**config.mk**
```make
export PLATFORM = sky130hd
export DESIGN_NAME = domain_demux_reg_flat
export DESIGN_NICKNAME = d
export VERILOG_FILES = /design/src/rtl/domain_demux_reg_if.sv /design/src/rtl/domain_demux_reg.sv /design/src/flat_wrapper.sv
export SDC_FILE = /design/constraint.sdc
export NUM_CORES = 1
export LEC_CHECK = 0
export ABC_AREA = 1
export BUFFER_PORTS_ARGS = -buffer_cell sky130_fd_sc_hd__buf_2
export CAP_MARGIN = 20
export CORE_MARGIN = 3
export CORE_UTILIZATION = 45
export DETAILED_ROUTE_END_ITERATION = 12
export GPL_TIMING_DRIVEN = 0
export PLACE_DENSITY_LB_ADDON = 0.15
export SLEW_MARGIN = 40
export SYNTH_ARGS = -nofsm -noshare
export SYNTH_HDL_FRONTEND = slang
export SYNTH_SLANG_ARGS = --single-unit
```
**constraint.sdc**
```tcl
create_clock -name clk -period 1.3 [get_ports clk]
set_input_delay 0.195 -clock clk [delete_from_list [all_inputs] [get_ports clk]]
set_output_delay 0.195 -clock clk [all_outputs]
set_load 0.02 [all_outputs]
```
**src/rtl/domain_demux_reg_if.sv**
```systemverilog
// Handshake bundle for the domain demultiplexer: one tagged input stream,
// two per-domain output streams and the two status flags.
// The DUT attaches to the slave modport; the producer/consumer side
// (or a testbench) attaches to the master modport.
interface domain_demux_reg_if #(
    parameter int DW = 2
);
    // Input stream
    logic [DW-1:0] in_data;
    logic          in_sel;
    logic          in_valid;
    logic          in_ready;

    // Domain-0 output stream
    logic [DW-1:0] out0_data;
    logic          out0_valid;
    logic          out0_ready;

    // Domain-1 output stream
    logic [DW-1:0] out1_data;
    logic          out1_valid;
    logic          out1_ready;

    // Status
    logic          cur_dom;
    logic          scrubbing;

    modport master (
        output in_data, in_sel, in_valid, out0_ready, out1_ready,
        input  in_ready, out0_data, out0_valid, out1_data, out1_valid,
        input  cur_dom, scrubbing
    );

    modport slave (
        input  in_data, in_sel, in_valid, out0_ready, out1_ready,
        output in_ready, out0_data, out0_valid, out1_data, out1_valid,
        output cur_dom, scrubbing
    );
endinterface

```
**src/rtl/domain_demux_reg.sv**
```systemverilog
// Registered two-domain demultiplexer.
// Each word tagged with in_sel is steered through one shared staging
// register to the output port of its domain. Whenever the requested domain
// differs from the one that last owned the stage, the stage is zeroed and
// held in SCRUB for SCRUB_CYCLES cycles (legal range 1..15) before the new
// domain may write it, so nothing of one domain is ever visible on the
// other domain's port.
module domain_demux_reg #(
    parameter int DW           = 2,
    parameter int SCRUB_CYCLES = 1
) (
    input logic                    clk,
    input logic                    rst_n,
    domain_demux_reg_if.slave      bus
);

    typedef enum logic [1:0] {
        ST_IDLE  = 2'd0,
        ST_FULL  = 2'd1,
        ST_SCRUB = 2'd2
    } state_t;

    localparam logic [3:0] SCRUB_LOAD = 4'(SCRUB_CYCLES);

    state_t          r_st;
    logic [DW-1:0]   r_stage_data;
    logic            r_stage_sel;
    logic            r_last_dom;
    logic [3:0]      r_scrub_cnt;

    // Registered output flags, updated together with the state so that the
    // valids and the scrub indicator come straight from flops.
    logic            r_out0_valid;
    logic            r_out1_valid;
    logic            r_scrubbing;

    logic            w_sink_ready;
    logic            w_same_dom;

    // Ready of the sink that owns the staged word.
    assign w_sink_ready = r_stage_sel ? bus.out1_ready : bus.out0_ready;

    // Incoming word targets the domain that currently owns the stage.
    assign w_same_dom   = (bus.in_sel == r_last_dom);

    // Staging FSM: capture, drain to the owning sink, or scrub on a domain switch.
    // NOTE: sequential state uses non-blocking assignments only, and every
    // register (including the data stage) is cleared by the async reset so a
    // reset mid-transfer or mid-scrub leaves no residue behind.
    always_ff @(posedge clk or negedge rst_n) begin
        if (!rst_n) begin
            r_st         <= ST_IDLE;
            r_stage_data <= '0;
            r_stage_sel  <= 1'b0;
            r_last_dom   <= 1'b0;
            r_scrub_cnt  <= 4'd0;
            r_out0_valid <= 1'b0;
            r_out1_valid <= 1'b0;
            r_scrubbing  <= 1'b0;
        end else begin
            case (r_st)
                ST_IDLE: begin
                    if (bus.in_valid) begin
                        if (w_same_dom) begin
                            r_stage_data <= bus.in_data;
                            r_stage_sel  <= bus.in_sel;
                            r_out0_valid <= ~bus.in_sel;
                            r_out1_valid <= bus.in_sel;
                            r_st         <= ST_FULL;
                        end else begin
                            // Foreign domain requested: nothing is accepted,
                            // the stage is wiped and the scrub window starts.
                            r_stage_data <= '0;
                            r_scrub_cnt  <= SCRUB_LOAD;
                            r_scrubbing  <= 1'b1;
                            r_st         <= ST_SCRUB;
                        end
                    end
                end

                ST_FULL: begin
                    // Word, select and valid stay frozen until the owning
                    // sink takes it; the data itself is left in the stage
                    // because the next writer must be the same domain.
                    if (w_sink_ready) begin
                        r_out0_valid <= 1'b0;
                        r_out1_valid <= 1'b0;
                        r_st         <= ST_IDLE;
                    end
                end

                ST_SCRUB: begin
                    r_stage_data <= '0;
                    if (r_scrub_cnt == 4'd1) begin
                        // Ownership flips at the end of the window even if
                        // the requester has since gone away or changed its
                        // mind; a further switch simply scrubs again.
                        r_last_dom  <= ~r_last_dom;
                        r_scrub_cnt <= 4'd0;
                        r_scrubbing <= 1'b0;
                        r_st        <= ST_IDLE;
                    end else begin
                        r_scrub_cnt <= r_scrub_cnt - 4'd1;
                    end
                end

                default: begin
                    r_st         <= ST_IDLE;
                    r_stage_data <= '0;
                    r_out0_valid <= 1'b0;
                    r_out1_valid <= 1'b0;
                    r_scrubbing  <= 1'b0;
                end
            endcase
        end
    end

    // NOTE: in_ready is deliberately combinational on in_sel so a same-domain
    // word is taken in the cycle it is presented; it is gated by rst_n so it
    // drops the instant reset is asserted, and it is low in FULL so a capture
    // never coincides with a drain.
    assign bus.in_ready   = rst_n && (r_st == ST_IDLE) && w_same_dom;

    // Per-domain masking: a port only ever shows the stage while it owns it.
    assign bus.out0_valid = r_out0_valid;
    assign bus.out1_valid = r_out1_valid;
    assign bus.out0_data  = r_out0_valid ? r_stage_data : '0;
    assign bus.out1_data  = r_out1_valid ? r_stage_data : '0;

    assign bus.cur_dom    = r_last_dom;
    assign bus.scrubbing  = r_scrubbing;

endmodule
```
**src/flat_wrapper.sv**
```systemverilog
// flat-port wrapper written by rule: the top's interface ports become plain ports
module domain_demux_reg_flat 
#(
    parameter int DW           = 2,
    parameter int SCRUB_CYCLES = 1
)
  (clk, rst_n, bus_in_data, bus_in_sel, bus_in_valid, bus_out0_ready, bus_out1_ready, bus_in_ready, bus_out0_data, bus_out0_valid, bus_out1_data, bus_out1_valid, bus_cur_dom, bus_scrubbing);
  domain_demux_reg_if #(.DW(DW)) bus_i ();
  input logic clk;
  input logic rst_n;
  input wire logic [$bits(bus_i.in_data)-1:0] bus_in_data;
  input wire logic [$bits(bus_i.in_sel)-1:0] bus_in_sel;
  input wire logic [$bits(bus_i.in_valid)-1:0] bus_in_valid;
  input wire logic [$bits(bus_i.out0_ready)-1:0] bus_out0_ready;
  input wire logic [$bits(bus_i.out1_ready)-1:0] bus_out1_ready;
  output wire logic [$bits(bus_i.in_ready)-1:0] bus_in_ready;
  output wire logic [$bits(bus_i.out0_data)-1:0] bus_out0_data;
  output wire logic [$bits(bus_i.out0_valid)-1:0] bus_out0_valid;
  output wire logic [$bits(bus_i.out1_data)-1:0] bus_out1_data;
  output wire logic [$bits(bus_i.out1_valid)-1:0] bus_out1_valid;
  output wire logic [$bits(bus_i.cur_dom)-1:0] bus_cur_dom;
  output wire logic [$bits(bus_i.scrubbing)-1:0] bus_scrubbing;
  assign bus_i.in_data = bus_in_data;
  assign bus_i.in_sel = bus_in_sel;
  assign bus_i.in_valid = bus_in_valid;
  assign bus_i.out0_ready = bus_out0_ready;
  assign bus_i.out1_ready = bus_out1_ready;
  assign bus_in_ready = bus_i.in_ready;
  assign bus_out0_data = bus_i.out0_data;
  assign bus_out0_valid = bus_i.out0_valid;
  assign bus_out1_data = bus_i.out1_data;
  assign bus_out1_valid = bus_i.out1_valid;
  assign bus_cur_dom = bus_i.cur_dom;
  assign bus_scrubbing = bus_i.scrubbing;
  domain_demux_reg #(.DW(DW), .SCRUB_CYCLES(SCRUB_CYCLES)) u_core (.clk(clk), .rst_n(rst_n), .bus(bus_i));
endmodule
```
# [After elaboration in Yosys (flattened, before gate mapping)]
# Index checks and enable logic that the tools add are counted.
[word_totals] reg_bits=13 out_inout_bits=9 inputBits=8 wordCells=59
[classes] n_addsub=1 muxes=26 n_eq_ne=9 n_bitwise=4 n_reduce_logical=11
[op_table] op="two-way mux 2 bit" count=8
[op_table] op="two-way mux 4 bit" count=3
[op_table] op="two-way mux 1 bit" count=9
[op_table] op="one-hot mux 1 bit (3 select lines)" count=3
[op_table] op="AND reduction 3 bit" count=3
[op_table] op="one-hot mux 4 bit (2 select lines)" count=1
[op_table] op="AND reduction 4 bit" count=2
[op_table] op="inequality test 2 x 1 -> 1 bit (second input constant)" count=3
[op_table] op="one-hot mux 2 bit (3 select lines)" count=1
[op_table] op="== test 4 x 1 -> 1 bit (second input constant)" count=1
[op_table] op="inequality test 2 bit (second input constant)" count=2
[op_table] op="inverter 1 bit" count=4
[op_table] op="one-hot mux 2 bit (2 select lines)" count=1
[op_table] op="AND reduction 2 bit" count=2
[op_table] op="subtractor 4 x 1 -> 4 bit (second input constant)" count=1
[op_table] op="== test 2 x 1 -> 1 bit (second input constant)" count=1
[op_table] op="== test 2 bit (second input constant)" count=1
[op_table] op="logical AND 1 bit" count=2
[op_table] op="zero test 2 bit" count=1
[op_table] op="nonzero test 2 bit" count=1
[op_table] op="== test 1 bit" count=1

# [Logic depth before layout (Yosys ltp)]
# Gate-level depths: netlist of the first run.
[logic_depth] ltp_word=4 depth_mapped=7 ltp_nobuf=7

# [Least setup slack after synthesis of the first run]
# No wires, ideal clock.
[synth_timing] kind="reg2out" startpoint="reg u_core.r_last_dom, in the netlist u_core.bus.cur_dom" endpoint="out bus_in_ready" arrival_time_ns=1.121 stages_incl_launch_ff=5 required_time_ns=1.105 n_path_buf=0 setup_slack_ns=-0.016 cell_sequence="dfrtp_1 > nand2_1 > nand2_2 > nand2_4 > nor2_1"
[synth_between] elab_chain_cells=2
[synth_lines] item="from (decl)" line="domain_demux_reg.sv:28" rtl="logic r_last_dom;"
[synth_lines] item="from (signal assigned)" line="domain_demux_reg.sv:98" rtl="r_last_dom <= ~r_last_dom;"
[synth_lines] item="== test 1 bit" line="domain_demux_reg.sv:44" rtl="assign w_same_dom = (bus.in_sel == r_last_dom);"
[synth_lines] item="logical AND 1 bit" line="domain_demux_reg.sv:122" rtl="assign bus.in_ready = rst_n && (r_st == ST_IDLE) && w_same_dom;"
[synth_lines] item="to (decl)" line="flat_wrapper.sv:16" rtl="output wire logic [$bits(bus_i.in_ready)-1:0] bus_in_ready;"
# Every way passes these cells.

# [Worst setup path after layout of the first run]
[layout_timing] startpoint="reg u_core.r_st[0]" endpoint="out bus_in_ready"
[layout_between] elab_chain_cells=3
[layout_lines] item="from (decl)" line="domain_demux_reg.sv:25" rtl="state_t r_st;"
[layout_lines] item="from (signal assigned)" line="domain_demux_reg.sv:52" rtl="r_st <= ST_IDLE;"
[layout_lines] item="from (signal assigned)" line="domain_demux_reg.sv:69" rtl="r_st <= ST_FULL;"
[layout_lines] item="from (signal assigned)" line="domain_demux_reg.sv:76" rtl="r_st <= ST_SCRUB;"
[layout_lines] item="zero test 2 bit" line="domain_demux_reg.sv:122"
[layout_lines] item="logical AND 1 bit (2 in series)" line="domain_demux_reg.sv:122"
# Every way passes these cells.

==> out/results.tsv, run 1 <==
metric	value	unit
most frequent cells in the layout	27 x nand2_1, 15 x buf_2, 13 x inv_1	
Core ar.	1560	um^2
area of the multi-input gates	397	um^2
first-pass GRT wire length	2180	um
Ports	17	
routed via count	644	
Startpoint Class	flop	
CTS tree	done	
crit path kind	reg2out	
Area growth, synth to finish	26.8	%
number of global-route vias before repair	531	
hold worst-path end	u_core.r_stage_data[0]	
Layout Nets	129	
die area	2230	um^2
routed wire length	1520	um
Die H	47.3	um
r2r endpoint	u_core.r_scrub_cnt[2]	
setup ws final	-0.0514	ns
gpl congestion	0.859	
syn avg cell area	8.32	um^2
R2R Setup Slk	0.10	ns
register area	328	um^2
failing checks	negative setup slack	
First-pass DRT Iterations	4	
initial core utilization	0.491	
most common library cell in the layout ignoring fill and taps	nand2_1	
Final Hold Viols	0	
Max Fclk	740	MHz
dpl cell area	868	um^2
Synth cell types	20	
final instance area	971	um^2
MaxCap Viol Count	0	
layout cells sized above 1	0.407	
Hold Crit Class	in2reg	
leakage power	0.571	nW
crit share post-route	1.04	
critical path's largest stage delay	0.44	ns
most used cell, CP	nor2_4	
unrepaired setup endpoints after global routing	yes	
Layout Skew	0.00318	ns
clock latency on the worst-skew pair	0.27	ns
Num CTS Buffers	3	
antenna violations before repair	0	
worst path bufs/invs	1	
clk sinks	13	
via/cell ratio	4.81	
Final Setup Violations	1	
WL per Instance	11.3	um
r2r worst-path depth	7	
crit path max-delay cell type	dfrtp_2	
clk root buf	clkbuf_4	
Synth Net Count	102	
yosys warns	0	
relative slew slack	0.585	
Crit Path Max Fanout	4	
Min-Delay Path Depth	3	
dpl hpwl	1030	um
Fill cells	134	
grt total ovfl	0	
Worst Path Arrival	1.16	ns
IR drop worst, VDD	1.25	mV
total track usage	0.148	
post-route ant nets	0	
Worst Hold Launch	bus_in_data[0]	
crit-path cells	nor2_4 > nand2_4 > nor2_4 > buf_6	
Synth Register Bits	13	
count of pins over their slew limit	0	
largest net degree at the start of global routing	14	
cell area after synthesis	766	um^2
Critical Path End Type	output pin	
Tmin final	1.35	ns
reg-to-reg startpoint	u_core.r_st[0]	
Mapped Cells	92	
clock slew at reported path FFs	0.07	ns
die width	47.3	um
register area share after synthesis	0.425	
Pwr Total	0.00237	W
pin slew with the least headroom to its limit	0.620	ns
crit-path leading delay family	flip-flops	
DR iter-0 viols	6	
residual DRC count	0	
Power Density	2440	nW/um^2
H-tree depth	1	
antenna cells	0	
FP Rows	14	
status	finished, violations left	
Crit path required time	1.11	ns
CTS Buffer Depth	2	
IO Port Bufs	16	
[per-stage QoR]
stage               setup TNS [ns]  cells  utilization  hold WS (ns)  setup slack, ns
floorplan                        0     92            -        -0.101           0.0733
global placement                 0    124        0.557         0.105           0.0875
detailed placement               0    124        0.557         0.109           0.0695
CTS                         -0.113    131        0.599         0.107           -0.113
global route                -0.123    134        0.623         0.105           -0.123
finish                     -0.0514    134        0.623         0.112          -0.0514
[cells in the mapped netlist, drive strengths merged]
master,number,share of area
xor2,2,0.033
ha,2,0.033
nand3,7,0.059
nand4,2,0.016
o21ai,6,0.039
nand2,35,0.21
a21oi,2,0.018
dfrtp,13,0.42
inv,17,0.087
nor2,6,0.080
[where the power goes]
part	switching (W)	internal, W	leakage (nW)
Sequential	0.000149	0.000587	0.163
Combinational	0.000840	0.000547	0.392
Clock	0.000130	0.000119	0.0150
[worst reg2reg max path, stage by stage, from the launching register on]
cell     delay [ns]
dfrtp_2        0.44
nor2_4         0.18
buf_4          0.14
nand3_2        0.08
nand2_4        0.09
nand2_4        0.06
nand2_1        0.06
nand2_1        0.05
[final cells by class]
class                      instances  share of cell area
multi-input combinational         62               0.409
sequential                        13               0.338
timing repair buffer              22               0.138
inverter                          17              0.0683
clock buffer                       4              0.0271
tap                               16              0.0206
[routing by layer]
layer	vias up	part of all wire	GRT usage	wire length, um
li1	338	-	-	-
met1	286	0.45	0.176	681
met2	16	0.48	0.235	735
met3	4	0.045	0.0345	69
met4	0	0.020	0.0994	31
met5	-	0	0	0
[sequential cells by signal, summed over array words and instances, names as in the netlist]
register               count
u_core.bus.cur_dom         1
u_core.bus.out0_valid      1
u_core.bus.out1_valid      1
u_core.bus.scrubbing       1
u_core.r_scrub_cnt         4
u_core.r_st                2
u_core.r_stage_data        2
u_core.r_stage_sel         1
[worst max path at each step]
stage | start | to | cells past startpoint
after floorplan | u_core.bus.cur_dom | bus_in_ready | 4
after global placement | u_core.r_scrub_cnt[1] | u_core.bus.scrubbing | 7
after detailed placement | u_core.r_scrub_cnt[1] | u_core.bus.scrubbing | 7
after CTS | u_core.bus.cur_dom | bus_in_ready | 6
after global routing | u_core.bus.cur_dom | bus_in_ready | 6
final | u_core.r_st[0] | bus_in_ready | 4
[repair_timing]
action | 4_1_cts | 5_1_grt
endpoints found under the setup margin | 1 | 4
buffers inserted | 2 | 3
hold buffers | 1 | 0
hold endpoints to repair | 13 | 0
resized for setup | 4 | 7
pin swaps | 2 | 2
cloned | 0 | 0
[cells by family (layout without fill, tap and decap cells)]
logic type | after synthesis | after routing | synth area share
AO/OA/AOI/OAI | 8 | 8 | 0.0572
flip-flops | 13 | 13 | 0.425
adder cells (fa/ha/maj) | 2 | 2 | 0.0327
buffers and inverters | 17 | 43 | 0.0866
XOR/XNOR | 2 | 2 | 0.0327
AND/OR/NAND/NOR | 50 | 50 | 0.366
No activity file was read; power rests on OpenSTA's default activity.
==> inputs of run 2 (changes only) <==
- SKIP_CTS_REPAIR_TIMING: not set -> 1
==> run 2 against run 1 <==
The run still ends with negative setup slack left. First-iteration DRC count down 67%. Utilization increased by 0.48 points. Clock skew fell by 0.0013 ns. Setup slack got worse by 0.013 ns. Hold slack worse by 0.0025 ns. Highest routed layer unchanged. Register-to-register slack hardly changed. Design area grew 0.77%.
==> out/results.tsv, run 2 (synthesis gave the netlist of run 1 again) <==
metric	value	unit	change
dpl cell area	868	um^2	unchanged
H-tree depth	1		unchanged
clock slew at reported path FFs	0.08	ns	was 0.07 ns
residual DRC count	0		unchanged
P_int	0.00128	W	was 0.00125 W
Fill cells	129		was 134
failing checks	negative setup slack		unchanged
IR drop worst, VDD	1.21	mV	was 1.25 mV
Worst Path Arrival	1.17	ns	was 1.16 ns
DR iter-0 viols	2		was 6
Final Hold Viols	0		unchanged
final instance area	978	um^2	was 971 um^2
die area	2230	um^2	unchanged
status	finished, violations left		unchanged
register area	328	um^2	unchanged
Layout Nets	130		was 129
Power Density	2450	nW/um^2	was 2440 nW/um^2
largest net degree at the start of global routing	15		was 14
die width	47.3	um	unchanged
setup ws final	-0.0643	ns	was -0.0514 ns
Layout Skew	0.00185	ns	was 0.00318 ns
CTS tree	done		unchanged
post-route ant nets	0		unchanged
Hold Slack	0.109	ns	was 0.112 ns
Crit Path Max Fanout	4		unchanged
clk sinks	13		unchanged
Final Setup Violations	1		unchanged
clock latency on the worst-skew pair	0.28	ns	was 0.27 ns
Hold Crit Class	in2reg		unchanged
share of total power in combinational logic	0.590		was 0.585
crit path kind	reg2out		unchanged
Die H	47.3	um	unchanged
antenna violations before repair	0		unchanged
first-pass GRT wire length	2030	um	was 2180 um
antenna cells	0		unchanged
Area growth, synth to finish	27.8	%	was 26.8%
most frequent cells in the layout	27 x nand2_1, 15 x buf_2, 13 x inv_1		unchanged
Tmin final	1.36	ns	was 1.35 ns
pin slew with the least headroom to its limit	0.599	ns	was 0.620 ns
Startpoint Class	flop		unchanged
CTS Buffer Depth	2		unchanged
First-pass DRT Iterations	4		unchanged
routed wire length	1490	um	was 1520 um
Crit path required time	1.11	ns	about the same
Top Registers	u_core.r_scrub_cnt x4, u_core.r_st x2, u_core.r_stage_data x2		unchanged
IO Port Bufs	16		unchanged
via/cell ratio	4.84		was 4.81
Core ar.	1560	um^2	unchanged
number of global-route vias before repair	520		was 531
count of pins over their slew limit	0		unchanged
leakage power	0.575	nW	was 0.571 nW
sw frac	0.467		was 0.472
MaxCap Viol Count	0		unchanged
dpl hpwl	1030	um	unchanged
grt total ovfl	0		unchanged
Switch Pwr	0.00112	W	about the same
Ports	17		unchanged
Max Fclk	733	MHz	was 740 MHz
flip-flop count of the largest register after layout	4		unchanged
most common library cell in the layout ignoring fill and taps	nand2_1		unchanged
initial core utilization	0.491		unchanged
Critical Path End Type	output pin		unchanged
Top reg by flops	u_core.r_scrub_cnt		unchanged
FP Rows	14		unchanged
Num CTS Buffers	3		unchanged
layout cells sized above 1	0.412		was 0.407
register share of total power	0.305		was 0.310
clk root buf	clkbuf_4		unchanged
relative slew slack	0.599		was 0.585
area of the multi-input gates	397	um^2	unchanged
Clock Power Share	0.105		about the same
gpl congestion	0.859		unchanged
crit share post-route	1.05		was 1.04
unrepaired setup endpoints after global routing	yes		unchanged
total track usage	0.136		was 0.148
WL per Instance	11.1	um	was 11.3 um
routed via count	653		was 644
## run 2: cell count changes in the layout (fill, tap and decap cells not counted), sizes merged
cell,delta
buf,+1
## run 2: metal layers
metal | wire length (um) | up-vias | part of all wire | global-route usage
met3 | 63 | 4 | 0.042 | 0.0345
met4 | 31 | 0 | 0.021 | 0.0994
met1 | 673 | 293 | 0.45 | 0.152
met2 | 722 | 14 | 0.48 | 0.222
li1 | - | 342 | - | -
met5 | 0 | - | 0 | 0
## run 2: final timing paths
check / cells past startpoint / endpoint / slack, ns / start
worst min-delay path: 3 / u_core.r_stage_data[0] / 0.11 / bus_in_data[0]
worst max-delay path: 6 / bus_in_ready / -0.06 / u_core.bus.cur_dom
worst max register to register: 7 / u_core.r_scrub_cnt[1] / 0.11 / u_core.r_st[0]
max in group asynchronous: 2 / u_core.r_st[0] / 0.38 / rst_n
min in group asynchronous: 2 / u_core.bus.out0_valid / 0.49 / rst_n
worst min register to register: 2 / u_core.bus.scrubbing / 0.48 / u_core.bus.scrubbing
## run 2: area by class of cell
cell class,instances,area share
repair buffers,23,0.145
well taps,16,0.0205
flip-flops and latches,13,0.335
clock buffers,4,0.0269
inverters,17,0.0678
multi-input cells,62,0.405
## run 2: critical path: stages (launching register included)
cell and delay (ns):
dfrtp_2 0.43, inv_2 0.06, nand2_2 0.06, nand2_2 0.09, nand2_4 0.06, nor2_4 0.08
buf_6 0.11
## run 2: power by group through the flow
stage | logic, W | clock network (W) | registers (W)
5_1_grt | 0.00156 | 0.000286 | 0.000757
4_1_cts | 0.00119 | 0.000260 | 0.000738
3_3_place_gp | 0.00116 | 0 | 0.000741
6_report | 0.00142 | 0.000252 | 0.000732
3_5_place_dp | 0.00118 | 0 | 0.000744
2_1_floorplan | 0.000879 | 0 | 0.000795
## run 2: stage by stage
| step | util | cells | setup WS [ns] | power (W) | setup TNS (ns) |
|---|---|---|---|---|---|
| global route | 0.628 | 135 | -0.138 | 0.00261 | -0.138 |
| detailed placement | 0.557 | 124 | 0.0695 | 0.00193 | 0 |
| floorplan | - | 92 | 0.0733 | 0.00167 | 0 |
| CTS | 0.574 | 128 | -0.204 | 0.00218 | -0.204 |
| global placement | 0.557 | 124 | 0.0875 | 0.00190 | 0 |
| finish | 0.628 | 135 | -0.0643 | 0.00240 | -0.0643 |
==> inputs of run 3 (changes only) <==
- CORE_UTILIZATION: 45 -> 46
- clock period: 1.3 -> 1.2 ns (I/O delays scaled with it)
==> run 3 against run 2 <==
The flow still finishes with violations (negative setup slack). Sequential power rose by 11%. Critical endpoint unchanged. Routed wire length fell by 0.67%. Sequential share of layout area did not move. Die area fell by 1.9%. Combinational power rose by 7%. Clock power rose by 8.3%. Clock-buffer cell count did not move. Global-route usage fell by 0.75 points. Total power rose by 8.4%. Setup slack got worse by 0.098 ns. Via count fell by 4.7%. Utilization rose by 0.71 points. Critical path type unchanged.
==> out/results.tsv, run 3 (synthesis gave the netlist of run 1 again) <==
metric	value	unit	change
dpl cell area	870	um^2	was 868 um^2
antenna violations before repair	0		unchanged
Worst Path Arrival	1.18	ns	was 1.17 ns
status	finished, violations left		unchanged
Num CTS Buffers	3		unchanged
Core ar.	1540	um^2	was 1560 um^2
crit-path cells	nor2_4 > nand2_4 > nor2_4 > buf_6		was inv_2 > nand2_2 > nand2_2 > nand2_4 > nor2_4 > buf_6
IO Port Bufs	16		unchanged
largest net degree at the start of global routing	15		unchanged
met2 global-route usage	0.176		was 0.222
post-route ant nets	0		unchanged
total track usage	0.129		was 0.136
Crit path required time	1.02	ns	was 1.11 ns
failing checks	negative setup slack		unchanged
MaxCap Viol Count	0		unchanged
via/cell ratio	4.68		was 4.84
residual DRC count	0		unchanged
H-tree depth	1		unchanged
Final Setup Violations	1		unchanged
crit path max-delay cell type	dfrtp_2		unchanged
crit share post-route	1.14		
most used cell, CP	nor2_4		was nand2_2
flip-flop count of the largest register after layout	4		unchanged
Most Crowded Layer GR	met1		was met2
final instance area	978	um^2	unchanged
Die H	46.8	um	was 47.3 um
setup ws final	-0.163	ns	was -0.0643 ns
First-pass DRT Iterations	4		unchanged
clock slew at reported path FFs	0.08	ns	about the same
count of pins over their slew limit	0		unchanged
Hold Slack	0.108	ns	was 0.109 ns
gpl congestion	0.787		was 0.859
leakage power	0.571	nW	was 0.575 nW
clk root buf	clkbuf_4		unchanged
number of global-route vias before repair	470		was 520
Fill cells	132		was 129
grt total ovfl	0		unchanged
most common library cell in the layout ignoring fill and taps	nand2_1		unchanged
clk sinks	13		unchanged
CTS tree	done		unchanged
layout cells sized above 1	0.402		was 0.412
Layout Skew	0.00205	ns	was 0.00185 ns
R2R Setup Slk	0.02	ns	was 0.11 ns
most frequent cells in the layout	27 x nand2_1, 15 x buf_2, 13 x inv_1		unchanged
Max Fclk	734	MHz	
routed via count	622		was 653
IR drop worst, VDD	1.62	mV	was 1.21 mV
Top reg by flops	u_core.r_scrub_cnt		unchanged
pin slew with the least headroom to its limit	0.610	ns	was 0.599 ns
unrepaired setup endpoints after global routing	yes		unchanged
die area	2190	um^2	was 2230 um^2
Top Registers	u_core.r_scrub_cnt x4, u_core.r_st x2, u_core.r_stage_data x2		unchanged
GR Layer Usage met3	0.0345		unchanged
dpl hpwl	1040	um	was 1030 um
initial core utilization	0.497		was 0.491
pre-CTS setup slack	-0.0362	ns	was 0.0695 ns
critical path's largest stage delay	0.45	ns	was 0.43 ns
fin util	0.635		was 0.628
DR iter-0 viols	7		was 2
routed wire length	1480	um	was 1490 um
crit path kind	reg2out		unchanged
relative slew slack	0.592		was 0.599
Crit Path Max Fanout	4		unchanged
Pwr Total	0.00260	W	was 0.00240 W
die width	46.8	um	was 47.3 um
WL per Instance	11.1	um	about the same
Startpoint Class	flop		unchanged
clock latency on the worst-skew pair	0.27	ns	was 0.28 ns
first-pass GRT wire length	1960	um	was 2030 um
Critical Path End Type	output pin		unchanged
Final Hold Viols	0		unchanged
antenna cells	0		unchanged
Tmin final	1.36	ns	
met1 Track Usage GR	0.185		was 0.152
FP Rows	14		unchanged
Ports	17		unchanged
CTS Buffer Depth	2		unchanged
Layout Nets	128		was 130
Area growth, synth to finish	27.8	%	unchanged
Power Density	2660	nW/um^2	was 2450 nW/um^2
Hold Crit Class	in2reg		unchanged
-- run 3: area by class of cell --
class	count	area [um^2]	area share
timing repair buffer	21	126	0.129
inverter	17	66.3	0.0678
clock buffer	4	26.3	0.0269
sequential	13	328	0.335
tap	16	20.0	0.0205
multi-input combinational	62	412	0.421
-- run 3: layer usage --
metal,vias up,share of wire
met1,278,0.50
li1,331,-
met5,-,0
met4,0,0.0061
met2,11,0.46
met3,2,0.033
-- run 3: worst paths after layout --
kind                                       from                      to  cells after the start
max in group asynchronous                 rst_n          u_core.r_st[0]                      2
min                              bus_in_data[0]  u_core.r_stage_data[0]                      3
min reg2reg                u_core.bus.scrubbing    u_core.bus.scrubbing                      2
min in group asynchronous                 rst_n   u_core.bus.out0_valid                      2
max reg2reg                      u_core.r_st[0]      u_core.r_stage_sel                      6
max                              u_core.r_st[0]            bus_in_ready                      4
-- run 3: through the flow --
step / instances / TNS (ns)
after global placement: 124 / -0.0491
after floorplan: 92 / 0
after global routing: 133 / -0.456
after CTS: 128 / -0.327
final: 133 / -0.163
after detailed placement: 124 / -0.0364
-- run 3: power by group --
part | switching, W | total [W] | internal (W)
Clock | 0.000144 | 0.000273 | 0.000129
Sequential | 0.000177 | 0.000813 | 0.000636
Combinational | 0.000916 | 0.00152 | 0.000602
-- run 3: worst max-delay path, delay by kind of cell, from the launching register on --
kind | cells | cell delay [ns]
buf+inv | 1 | 0.12
flops | 1 | 0.45
simple gates | 3 | 0.33
